<file path="src/rtl/imm_gen_pipe.sv">
// Registered immediate generator at the ID->EX boundary, with valid/ready handshake, flush and a sideband tag.
// Define IMM_GEN_ZIMM_EN to decode ImmSrc 110 as the CSR zimm field; otherwise 110 is reserved.
module imm_gen_pipe #(
  parameter int XLEN  = 32,
  parameter int TAG_W = 5
) (
  input  logic             clk,
  input  logic             reset,
  input  logic             in_valid,
  output logic             in_ready,
  input  logic [24:0]      Instr,
  input  logic [2:0]       ImmSrc,
  input  logic [TAG_W-1:0] in_tag,
  input  logic             flush,
  output logic             out_valid,
  input  logic             out_ready,
  output logic [XLEN-1:0]  ImmExt,
  output logic [TAG_W-1:0] out_tag,
  output logic             imm_err
);

  localparam logic [2:0] SRC_I     = 3'b000;
  localparam logic [2:0] SRC_S     = 3'b001;
  localparam logic [2:0] SRC_B     = 3'b010;
  localparam logic [2:0] SRC_J     = 3'b011;
  localparam logic [2:0] SRC_U     = 3'b100;
  localparam logic [2:0] SRC_SHAMT = 3'b101;
  localparam logic [2:0] SRC_ZIMM  = 3'b110;

  // Returns {err, imm}; the argument keeps the instruction's own bit numbering.
  function automatic logic [XLEN:0] imm_decode(input logic [31:7] ins, input logic [2:0] src);
    logic signed [XLEN-1:0] imm;
    logic                   err;
    logic signed [11:0]     imm_i;
    logic signed [11:0]     imm_s;
    logic signed [12:0]     imm_b;
    logic signed [20:0]     imm_j;
    logic signed [31:0]     imm_u;
    logic [5:0]             shamt;
    imm_i = ins[31:20];
    imm_s = {ins[31:25], ins[11:7]};
    imm_b = {ins[31], ins[7], ins[30:25], ins[11:8], 1'b0};
    imm_j = {ins[31], ins[19:12], ins[20], ins[30:21], 1'b0};
    imm_u = {ins[31:12], 12'b0};
    shamt = (XLEN == 64) ? ins[25:20] : {1'b0, ins[24:20]};
    imm   = '0;
    err   = 1'b0;
    case (src)
      SRC_I:     imm = XLEN'(imm_i);
      SRC_S:     imm = XLEN'(imm_s);
      SRC_B:     imm = XLEN'(imm_b);
      SRC_J:     imm = XLEN'(imm_j);
      SRC_U:     imm = XLEN'(imm_u);
      SRC_SHAMT: imm = XLEN'(shamt);
`ifdef IMM_GEN_ZIMM_EN
      SRC_ZIMM:  imm = XLEN'(ins[19:15]);
`else
      SRC_ZIMM:  err = 1'b1;
`endif
      default:   err = 1'b1;
    endcase
    return {err, imm};
  endfunction

  logic                   r_vld_p1;
  logic signed [XLEN-1:0] r_imm_p1;
  logic [TAG_W-1:0]       r_tag_p1;
  logic                   r_err_p1;

  logic [XLEN:0]          w_dec_p0;
  logic                   w_load;

  // p0: combinational decode and handshake
  assign w_dec_p0 = imm_decode(Instr, ImmSrc);
  assign in_ready = !r_vld_p1 || out_ready;
  assign w_load   = in_valid && in_ready;

  // p1: output register; flush outranks a load, a pop without load empties the stage
  always_ff @(posedge clk) begin
    if (reset) begin
      r_vld_p1 <= 1'b0;
      r_imm_p1 <= '0;
      r_tag_p1 <= '0;
      r_err_p1 <= 1'b0;
    end else if (flush) begin
      r_vld_p1 <= 1'b0;
    end else if (w_load) begin
      r_vld_p1 <= 1'b1;
      r_imm_p1 <= w_dec_p0[XLEN-1:0];
      r_tag_p1 <= in_tag;
      r_err_p1 <= w_dec_p0[XLEN];
    end else if (out_ready) begin
      r_vld_p1 <= 1'b0;
    end
  end

  assign out_valid = r_vld_p1;
  assign ImmExt    = r_imm_p1;
  assign out_tag   = r_tag_p1;
  assign imm_err   = r_err_p1;

endmodule

</file>
<file path="config.mk">
export PLATFORM = sky130hd
export DESIGN_NAME = imm_gen_pipe
export DESIGN_NICKNAME = d
export VERILOG_FILES = /design/src/rtl/imm_gen_pipe.sv
export SDC_FILE = /design/constraint.sdc
export NUM_CORES = 1
export LEC_CHECK = 0
export BUFFER_PORTS_ARGS = -buffer_cell sky130_fd_sc_hd__buf_2
export CAP_MARGIN = 5
export CORE_MARGIN = 8
export CORE_UTILIZATION = 34
export DETAILED_ROUTE_END_ITERATION = 10
export PLACE_DENSITY_LB_ADDON = 0.12
export SYNTH_ARGS = -nofsm -noshare
export SYNTH_HDL_FRONTEND = slang
export SYNTH_SLANG_ARGS = --single-unit
export TNS_END_PERCENT = 50
</file>
<file path="constraint.sdc">
create_clock -name clk -period 2.5 [get_ports clk]
set_input_delay 0.375 -clock clk [delete_from_list [all_inputs] [get_ports clk]]
set_output_delay 0.375 -clock clk [all_outputs]
set_load 0.01 [all_outputs]
</file>
* After elaboration in Yosys (flattened, before gate mapping)
Cells that the tools add are included.
Word-level totals: bits in registers 39, bits in latches 0, bits in writable memories 0, bits in read-only memories 0, bits of input ports 38, output and inout bits 40, word-level logic and storage cells 22, memories 0
Cells by class: $add $sub $neg 0, $mul 0, divide/modulo/power cells 0, magnitude comparators 0, eq/ne operators 5, shift-type cells 0, muxes and demuxes 4, bitwise gates (word level) 1, reductions and logical operators 8
Operator list (count):
- $pmux W32 S6 | 1
- $eq A3 B2 Y1 const B | 2
- $eq A3 B3 Y1 const B | 2
- $reduce_or A6 Y1 | 1
- $eq A3 B1 Y1 const B | 1
- $logic_not A3 Y1 | 1
- $mux W1 | 3
- $reduce_and A2 Y1 | 1
- $reduce_bool A2 Y1 | 1
- $reduce_or A2 Y1 | 1
- $logic_and A1 B1 Y1 | 1
- $logic_not A1 Y1 | 1
- $logic_or A1 B1 Y1 | 1
- $not A1 Y1 | 1

* Logic depth before layout (Yosys ltp)
Gate-level depths: netlist of the first run.
depth in word-level cells 4, gate-level depth with buffers 7, gate-level depth less buffers 5

* Worst setup path after synthesis of the first run
Ideal clock, no wire load.
path type input port to flip-flop, from in ImmSrc[1], to reg r_imm_p1[1], in the netlist ImmExt[1], library setup time 0.134 ns, arrival time 1.340 ns, data required time 2.366 ns, path slack 1.026 ns, cell stages on the path 5, buffers on the path 1, cell sequence buf_6 > xor2_4 > mux2_4 > a221oi_2 > nor3_2
Between the ends: longest elaborated chain between the ends 2, elaborated cells on any way between the ends 7, classes of those cells 5 x eq/ne; 1 x mux; 1 x reduce/logical
Ends and longest elaborated chain:
- start: declaration | RTL line 12 | input logic [2:0] ImmSrc,
- $eq A3 B3 Y1, or another cell as far along | RTL line 48 | case (src)
- $pmux W32 S6 * | RTL line 48
- end signal: assignment | RTL line 89 | r_imm_p1 <= w_dec_p0[XLEN-1:0];
- end: declaration | RTL line 66 | logic signed [XLEN-1:0] r_imm_p1;
Mark *: on every way between the ends. The rest lies on a longest branch, timed or not. A chain may end at the register's enable or synchronous reset.

* Worst setup path in the final report of the first run
from in ImmSrc[1], to reg r_imm_p1[2], in the netlist ImmExt[2]
The elaborated chain is that of the path after synthesis.

==> key figures, run 1 <==
CTS
  – CTS tree: done
  – Num CTS Buffers: 5
  – Maximum buffer depth of the clock tree: 2
  – Clock transition at the registers of the reported paths: 0.08 ns
  – Hold-fix buffers, CTS: 0
  – PostCTS Resize Cnt: 0
  – Clk Latency, worst-skew pair: 0.30 ns
  – H-tree levels: 2
  – Clock Tree Root: clkbuf_8
  – Postcts setup bufs: 0
  – Sink Count: 39

Synth
  – Synthesized area: 0.00199 mm2
  – Post-synthesis sequential area ratio: 39.3%
  – Synth Flop Type: dfxtp_1
  – Synth Register Bits: 39
  – Syn Nets: 261
  – Number of unique standard cell types used by synthesis: 35
  – Syn_area_per_cell: 8.92 um2
  – Post-Syn Instances: 223
  – Async set or reset register ratio after synthesis: 0%
  – Ys Warns: 0
  – Number of flops mapped to enable cells by yosys: 0

Placement
  – HPWL after DPL: 4.19 mm
  – Placed Instance Area: 0.00236 mm2
  – Number of port buffers: 77
  – Routability cong.: 0.718
  – Placed insts: 357

Setup path
  – Critical path cell sequence: buf_2 -> xor2_4 -> mux2_4 -> a221oi_2 -> nor3_2
  – Number of buffers and inverters on the critical path: 1
  – CP startpoint kind: input pin
  – CP Data Required Time: 2.67 ns
  – CP arrival: 1.68 ns
  – Critical path's slowest cell: buf_2
  – Critical Path Fanout Max: 18
  – WS Path Type: input pin to flop
  – CP peak stage delay: 0.38 ns
  – CP Capture Type: flop
  – Crit-path leading delay family: buffers and inverters

Job
  – Max-cap violations: 0

Final layout
  – # diodes: 0
  – Most frequent cells in the layout: buf_2 (77), a21oi_1 (44), dfxtp_1 (39)
  – Final-layout fill cell count: 612
  – Most common cell after layout, fill and taps aside: buf_2
  – Final nets: 327
  – Synth-to-Final Area Change: 23.4%
  – Post-route cell area: 0.00245 mm2
  – Multi-input gate area: 0.00107 mm2
  – Share of layout cells above drive strength 1: 39.0%
  – Register area: 781 um2
  – Non-filler cells, final: 365
  – Core Util, Final: 42.4%

GRT
  – Global route overflow: 0
  – Vias in the first global route: 1768
  – First-pass GRT wire length: 9.39 mm
  – Initial antenna violation count: 0
  – Largest net degree at the start of global routing: 42
  – Gr usage total: 13.6%

Floorplan
  – Die width: 92.5 um
  – Die area: 0.00855 mm2
  – Die span in y: 92.5 um
  – IO Count: 78
  – Rows: 28
  – Starting Density: 34.4%
  – Area of the core: 0.00578 mm2

STA
  – RSZ-0062 raised after global routing: no
  – Final period utilization: 60.4%
  – Final Skew: 0.00800 ns
  – Setup TNS: 0 ns
  – Worst Tran Pin Value: 0.567 ns
  – Fmax: 662 MHz
  – Fin Hold WS: 0.251 ns
  – Period minus WS final: 1.51 ns
  – Final Hold Viols: 0
  – Setup-failing EPs final: 0
  – Max Slew Vio Count: 0
  – Rel. slew slack: 62.1%

Routing
  – Drt drc: 0
  – WL final: 5.87 mm
  – Vias per inst: 5.00
  – Drt pass-1 iters: 4
  – Via count: 1824
  – Initial drt markers: 123
  – DRT antenna net count: 0
  – Routed WL per cell: 16.1 um

Power
  – Max VDD drop: 0.217 mV
  – Power Density: 546 mW/mm2
  – LEAKAGE: 1.05 nW

Worst hold path
  – Worst min path class: input pin to flop

Status
  – Status: completed
## cells by family (layout without fill, tap and decap cells)
group / after synthesis / in the layout / share of synthesized area [%]
XOR/XNOR: 1 / 1 / 1.38
AND/OR/NAND/NOR: 73 / 73 / 23.1
flip-flops: 39 / 39 / 39.3
multiplexers: 5 / 5 / 3.52
AO/OA/AOI/OAI: 81 / 81 / 25.9
buffers and inverters: 24 / 91 / 6.86
## synth_stat cells, drive strengths merged (5+ instances only)
cell type	instances	share of area, %
a21oi	44	11
nor3	7	3.3
o21ai	20	5.6
dfxtp	39	39
nor2b	5	2.1
clkbuf	7	1.3
o22a	8	3.5
nand2	21	4.0
nor2	5	0.94
buf	14	5.0
nand3	8	2.0
nand3b	18	6.8
## registers in the layout, indices dropped and copies added (netlist names)
name / count
ImmExt: 32
out_tag: 5
imm_err: 1
out_valid: 1
## where the power goes
group / switching [mW] / internal [mW] / total (mW)
Sequential: 0.0109 / 0.643 / 0.653
Combinational: 0.140 / 0.106 / 0.246
Clock: 0.245 / 0.194 / 0.440
Total: 0.396 / 0.943 / 1.34
## per-stage QoR
stage / power, mW / worst slack, ns
6_report: 1.34 / 0.989
5_1_grt: 1.42 / 0.919
4_1_cts: 1.36 / 1.01
3_5_place_dp: 0.917 / 0.685
3_3_place_gp: 0.915 / 0.711
2_1_floorplan: 0.834 / 1.03
## layout make-up
type	count	share of cell area, %
clock inverter	3	0.816
timing repair buffer	80	16.6
inverter	3	0.459
multi-input combinational	160	43.7
tap	75	3.82
sequential	39	31.8
clock buffer	5	2.80
## final timing paths
path,depth (start not counted),endpoint,slack (ns),startpoint
max,5,ImmExt[2],0.99,ImmSrc[1]
min,2,out_valid,0.25,flush
max reg2reg,5,ImmExt[2],1.09,out_valid
min reg2reg,2,ImmExt[7],0.45,ImmExt[7]
## metal layers
| layer | global-route usage (%) | routed length [um] |
|---|---|---|
| met1 | 18.1 | 2830 |
| met2 | 20.3 | 2600 |
| met3 | 4.94 | 388 |
| met4 | 3.22 | 53 |
| met5 | 0 | 0 |
Note: power is estimated with default switching activity, not from simulation.
==> inputs of run 2 (changes only) <==
--- a/config.mk
+++ b/config.mk
@@ -5,6 +5,7 @@
 export SDC_FILE = /design/constraint.sdc
 export NUM_CORES = 1
 export LEC_CHECK = 0
+export ABC_AREA = 1
 export BUFFER_PORTS_ARGS = -buffer_cell sky130_fd_sc_hd__buf_2
 export CAP_MARGIN = 5
 export CORE_MARGIN = 8
==> constraint.sdc (replaced) <==
create_clock -name clk -period 1.35 [get_ports clk]
set_input_delay 0.2025 -clock clk [delete_from_list [all_inputs] [get_ports clk]]
set_output_delay 0.2025 -clock clk [all_outputs]
set_load 0.01 [all_outputs]
==> run 2 against run 1 <==
Cell count increased by 8.5%. Via count decreased by 1.2%. Global-route usage about the same. Critical endpoint is now ImmExt[20]. Largest cell class unchanged.
==> key figures, run 2 <==
Final layout
  – # diodes: 0
  – Register area: 781 um2
  – Synth-to-Final Area Change: 35.4%
  – Non-filler cells, final: 396
  – Max reg flops: 32
  – Final nets: 364
  – Multi-input gate area: 821 um2
  – Most frequent cells in the layout: nand2_1 (100), buf_2 (77), dfxtp_1 (39)
  – Most common cell after layout, fill and taps aside: nand2_1
  – Final-layout fill cell count: 565
  – Share of layout cells above drive strength 1: 31.0%

Power
  – Sequential Power Share: 47.7%
  – Max VDD drop: 0.554 mV
  – LEAKAGE: 1.15 nW
  – Clk network pwr share: 36.6%
  – Switch share: 25.5%
  – P_int: 1.90 mW
  – Psw: 0.651 mW
  – Power Density: 1100 mW/mm2
  – Gate power share: 15.6%

STA
  – Final period utilization: 86.0%
  – Rel. slew slack: 72.9%
  – Final Skew: 0.0101 ns
  – Final Hold Viols: 0
  – Worst Tran Pin Value: 0.406 ns
  – RSZ-0062 raised after global routing: no
  – Setup-failing EPs final: 0
  – Worst setup margin: 0.189 ns
  – Setup TNS: 0 ns
  – Max Slew Vio Count: 0
  – Period minus WS final: 1.16 ns
  – Fmax: 862 MHz

Floorplan
  – Starting Density: 34.3%
  – Die span in y: 86.9 um
  – Area of the core: 0.00498 mm2
  – IO Count: 78
  – Rows: 26
  – Die width: 86.9 um
  – Die area: 0.00755 mm2

GRT
  – First-pass GRT wire length: 8.12 mm
  – Initial antenna violation count: 0
  – Vias in the first global route: 1601
  – Gr usage total: 13.6%
  – Largest net degree at the start of global routing: 40
  – Global route overflow: 0

Synth
  – Synthesized area: 0.00171 mm2
  – Post-synthesis sequential area ratio: 45.7%
  – Ys Warns: 0
  – Cell accounting for the most synthesized area: dfxtp_1
  – Async set or reset register ratio after synthesis: 0%
  – Syn Nets: 287
  – Number of unique standard cell types used by synthesis: 18
  – Synth Flop Type: dfxtp_1
  – Commonest cells post-synth: nand2_1 (100), dfxtp_1 (39), a21oi_1 (32)
  – Post-Syn Instances: 249
  – Top cells by area, synth: dfxtp_1 (46%), nand2_1 (22%), a21oi_1 (9.4%)
  – Synth Register Bits: 39
  – Share of the synthesized area in the top cell type: 45.7%
  – Syn_area_per_cell: 6.86 um2
  – Number of flops mapped to enable cells by yosys: 0
  – Count leader, synth: nand2_1

CTS
  – Maximum buffer depth of the clock tree: 2
  – Hold-fix buffers, CTS: 0
  – Postcts setup bufs: 0
  – Clk Latency, worst-skew pair: 0.29 ns
  – CTS tree: done
  – Clock Tree Root: clkbuf_8
  – Num CTS Buffers: 5
  – Sink Count: 39
  – H-tree levels: 2
  – Clock transition at the registers of the reported paths: 0.07 ns
  – PostCTS Resize Cnt: 0

Placement
  – HPWL after DPL: 3.88 mm
  – Routability cong.: 0.852
  – Placed insts: 389
  – DP Worst Slack: 0.173 ns
  – Number of port buffers: 77

Routing
  – WL final: 5.12 mm
  – Initial drt markers: 159
  – DRT antenna net count: 0
  – Via count: 1802
  – Routed WL per cell: 12.9 um
  – Drt drc: 0
  – Drt pass-1 iters: 4
  – Vias per inst: 4.55

Setup path
  – CP arrival: 1.37 ns
  – CP Capture Type: flop
  – Critical Path Fanout Max: 16
  – WS Path Type: flop to flop
  – R2R Path Start: out_valid
  – Setup crit start: out_valid
  – CP Data Required Time: 1.56 ns
  – CP startpoint kind: flop

Status
  – Status: completed

Worst hold path
  – Worst min path class: input pin to flop
  – Hold Crit Start: flush

Job
  – Max-cap violations: 0
==> run 2: critical path: stages, from the launching register on <==
cell and delay, ns:
dfxtp_1 0.35, nand2_2 0.08, nand2_2 0.09, nor2_4 0.05
inv_2 0.16, buf_12 0.17, nand2_1 0.06, a21oi_1 0.13
==> run 2: metrics by stage <==
| step | hold WS [ns] | power, mW | util [%] | instance area (um2) |
|---|---|---|---|---|
| 6_report | 0.128 | 2.55 | 46.5 | 2310 |
| 5_1_grt | 0.115 | 2.69 | 46.5 | 2310 |
| 4_1_cts | 0.120 | 2.59 | 46.5 | 2310 |
| 3_5_place_dp | 0.423 | 1.65 | 44.4 | 2210 |
| 3_3_place_gp | 0.421 | 1.65 | 44.4 | 2210 |
| 2_1_floorplan | 0.281 | 1.46 | - | 1710 |
==> run 2: metal layers <==
| metal | up-vias | track usage (%) | wire, um |
|---|---|---|---|
| met4 | 0 | 3.76 | 32 |
| met2 | 46 | 20.3 | 2300 |
| li1 | 957 | - | - |
| met1 | 797 | 17.3 | 2430 |
| met3 | 2 | 5.85 | 360 |
| met5 | - | 0 | 0 |
==> run 2: layout make-up <==
class | instances | area share (%)
Inverter | 9 | 1.46
Tap cell | 70 | 3.79
Sequential cell | 39 | 33.7
Timing Repair Buffer | 84 | 21.1
Multi-Input combinational cell | 187 | 35.5
Clock buffer | 6 | 3.14
Clock inverter | 1 | 1.30
==> run 2: kinds of logic after synthesis <==
kind of cell           after synthesis  synth area share, %
and+or+nand+nor                    143                 34.7
buffers and inverters               23                 6.30
DFF                                 39                 45.7
AOI/OAI and AO/OA                   44                 13.3
==> run 2: power by group through the flow <==
stage / Sequential (mW) / Clock (mW) / Combinational (mW)
global placement: 1.24 / 0 / 0.404
finish: 1.22 / 0.935 / 0.399
CTS: 1.22 / 0.970 / 0.406
detailed placement: 1.24 / 0 / 0.404
floorplan: 1.27 / 0 / 0.193
global route: 1.22 / 1.02 / 0.446
==> run 2: final timing paths <==
path	endpoint	slack [ns]	cells after the start
worst max register to register	ImmExt[20]	0.19	7
worst max-delay path	ImmExt[20]	0.19	7
worst min-delay path	out_valid	0.13	2
worst min register to register	ImmExt[17]	0.46	2
==> inputs of run 3 (changes only) <==
==> constraint.sdc (replaced) <==
create_clock -name clk -period 1.1 [get_ports clk]
set_input_delay 0.165 -clock clk [delete_from_list [all_inputs] [get_ports clk]]
set_output_delay 0.165 -clock clk [all_outputs]
set_load 0.01 [all_outputs]
==> run 3 against run 2 <==
Sequential cell count did not move. Critical path type unchanged. Critical endpoint is now out_tag[3]. Worst setup slack got worse by 0.20 ns. First-iteration DRC count shrank 49%. Sequential power increased by 23%. Largest cell class unchanged. The run now ends with negative setup slack left.
==> key figures, run 3 (same netlist as run 2, synthesis figures left out) <==
Floorplan
  – Area of the core: 0.00498 mm2
  – Rows: 26
  – Die width: 86.9 um
  – Die area: 0.00755 mm2
  – Starting Density: 34.3%
  – Die span in y: 86.9 um
  – IO Count: 78

STA
  – Final Hold Viols: 0
  – Final Skew: 0.00510 ns
  – RSZ-0062 raised after global routing: yes
  – Fmax: 903 MHz
  – Worst Tran Pin Value: 0.268 ns
  – Final period utilization: 101%
  – Setup-failing EPs final: 11
  – Period minus WS final: 1.11 ns
  – Worst setup margin: -0.00779 ns
  – Max Slew Vio Count: 0
  – Rel. slew slack: 82.2%

Placement
  – Number of port buffers: 77
  – HPWL after DPL: 3.97 mm
  – Placed Instance Area: 0.00225 mm2
  – Routability cong.: 0.824
  – DP Worst Slack: -0.0459 ns

Routing
  – Initial drt markers: 81
  – Drt drc: 0
  – Drt pass-1 iters: 4
  – Vias per inst: 4.50
  – Routed WL per cell: 12.7 um
  – Via count: 1824
  – WL final: 5.14 mm
  – DRT antenna net count: 0

CTS
  – Sink Count: 39
  – Maximum buffer depth of the clock tree: 2
  – Postcts setup bufs: 0
  – Clock transition at the registers of the reported paths: 0.08 ns
  – Clk Latency, worst-skew pair: 0.29 ns
  – H-tree levels: 2
  – Num CTS Buffers: 5
  – Clock Tree Root: clkbuf_8
  – CTS tree: done
  – PostCTS Resize Cnt: 0
  – Hold-fix buffers, CTS: 0

Final layout
  – Final-layout fill cell count: 544
  – Final nets: 372
  – Synth-to-Final Area Change: 37.6%
  – Share of layout cells above drive strength 1: 33.1%
  – # diodes: 0
  – Post-route cell area: 0.00235 mm2
  – Most common cell after layout, fill and taps aside: nand2_1
  – Max reg flops: 32
  – Most frequent cells in the layout: nand2_1 (100), buf_2 (77), dfxtp_1 (38)
  – Core Util, Final: 47.3%

Setup path
  – CP startpoint kind: flop
  – CP Data Required Time: 1.29 ns
  – CP arrival: 1.30 ns
  – WS Path Type: flop to flop
  – Critical Path Fanout Max: 23
  – CP Capture Type: flop

GRT
  – Gr usage total: 14.0%
  – Initial antenna violation count: 0
  – Global route overflow: 0
  – Largest net degree at the start of global routing: 27
  – First-pass GRT wire length: 8.44 mm
  – Vias in the first global route: 1798

Status
  – Status: finished, violations left
  – Failing checks: negative setup slack

Power
  – Power Density: 1310 mW/mm2
  – Max VDD drop: 0.520 mV
  – LEAKAGE: 1.19 nW
  – Design Power: 3.07 mW

Job
  – Max-cap violations: 0

Worst hold path
  – Worst min path class: input pin to flop
-- run 3: cell count changes in the layout (fill, tap and decap cells not counted) --
| cell | change |
|---|---|
| dfxtp_1 | -1 |
| buf_4 | +10 |
| clkbuf_8 | +2 |
| bufinv_16 | -1 |
| nand2_2 | -1 |
| dfxtp_2 | +1 |
| buf_12 | -2 |
| nand2_4 | +1 |
-- run 3: worst max-delay path, stage by stage (launching register included) --
cell     delay, ns
dfxtp_2       0.33
nand2_4       0.07
nand2_2       0.07
nor2_4        0.14
inv_2         0.09
buf_12        0.16
nor2_1        0.09
nor2_1        0.05
-- run 3: final cells by class --
cell class	count	area [um2]	share of cell area [%]
Timing Repair Buffer	92	523	22.2
Multi-Input combinational cell	187	826	35.1
Clock buffer	8	100	4.26
Inverter	9	33.8	1.44
Tap cell	70	87.6	3.72
Sequential cell	39	782	33.2
-- run 3: where the power goes --
part | switching, mW | internal [mW]
sequential | 0.0262 | 1.47
combinational | 0.292 | 0.208
clock | 0.504 | 0.573
-- run 3: repair_timing --
action	CTS	global route
setup endpoints to repair	18	38
hold endpoints to repair	0	0
gates cloned	0	0
-- run 3: final timing paths --
check	slack, ns	endpoint	start	depth (start not counted)
max	-0.008	out_tag[3]	out_valid	7
min reg2reg	0.46	ImmExt[18]	ImmExt[18]	2
min	0.08	out_valid	flush	2
max reg2reg	-0.008	out_tag[3]	out_valid	7
-- run 3: stage by stage --
step	std cells	hold WS (ns)	setup TNS [ns]
floorplan	249	0.236	0
global placement	397	0.377	-0.133
detailed placement	397	0.385	-0.395
CTS	405	0.0740	-0.172
global route	405	0.0756	-2.69
finish	405	0.0813	-0.0366
-- run 3: routing by layer --
| layer | GRT usage [%] | vias up | wire, um |
|---|---|---|---|
| met5 | 0 | - | 0 |
| met4 | 4.69 | 0 | 65 |
| met3 | 6.13 | 7 | 493 |
| met2 | 21.2 | 59 | 2260 |
| met1 | 17.3 | 791 | 2320 |
| li1 | - | 967 | - |
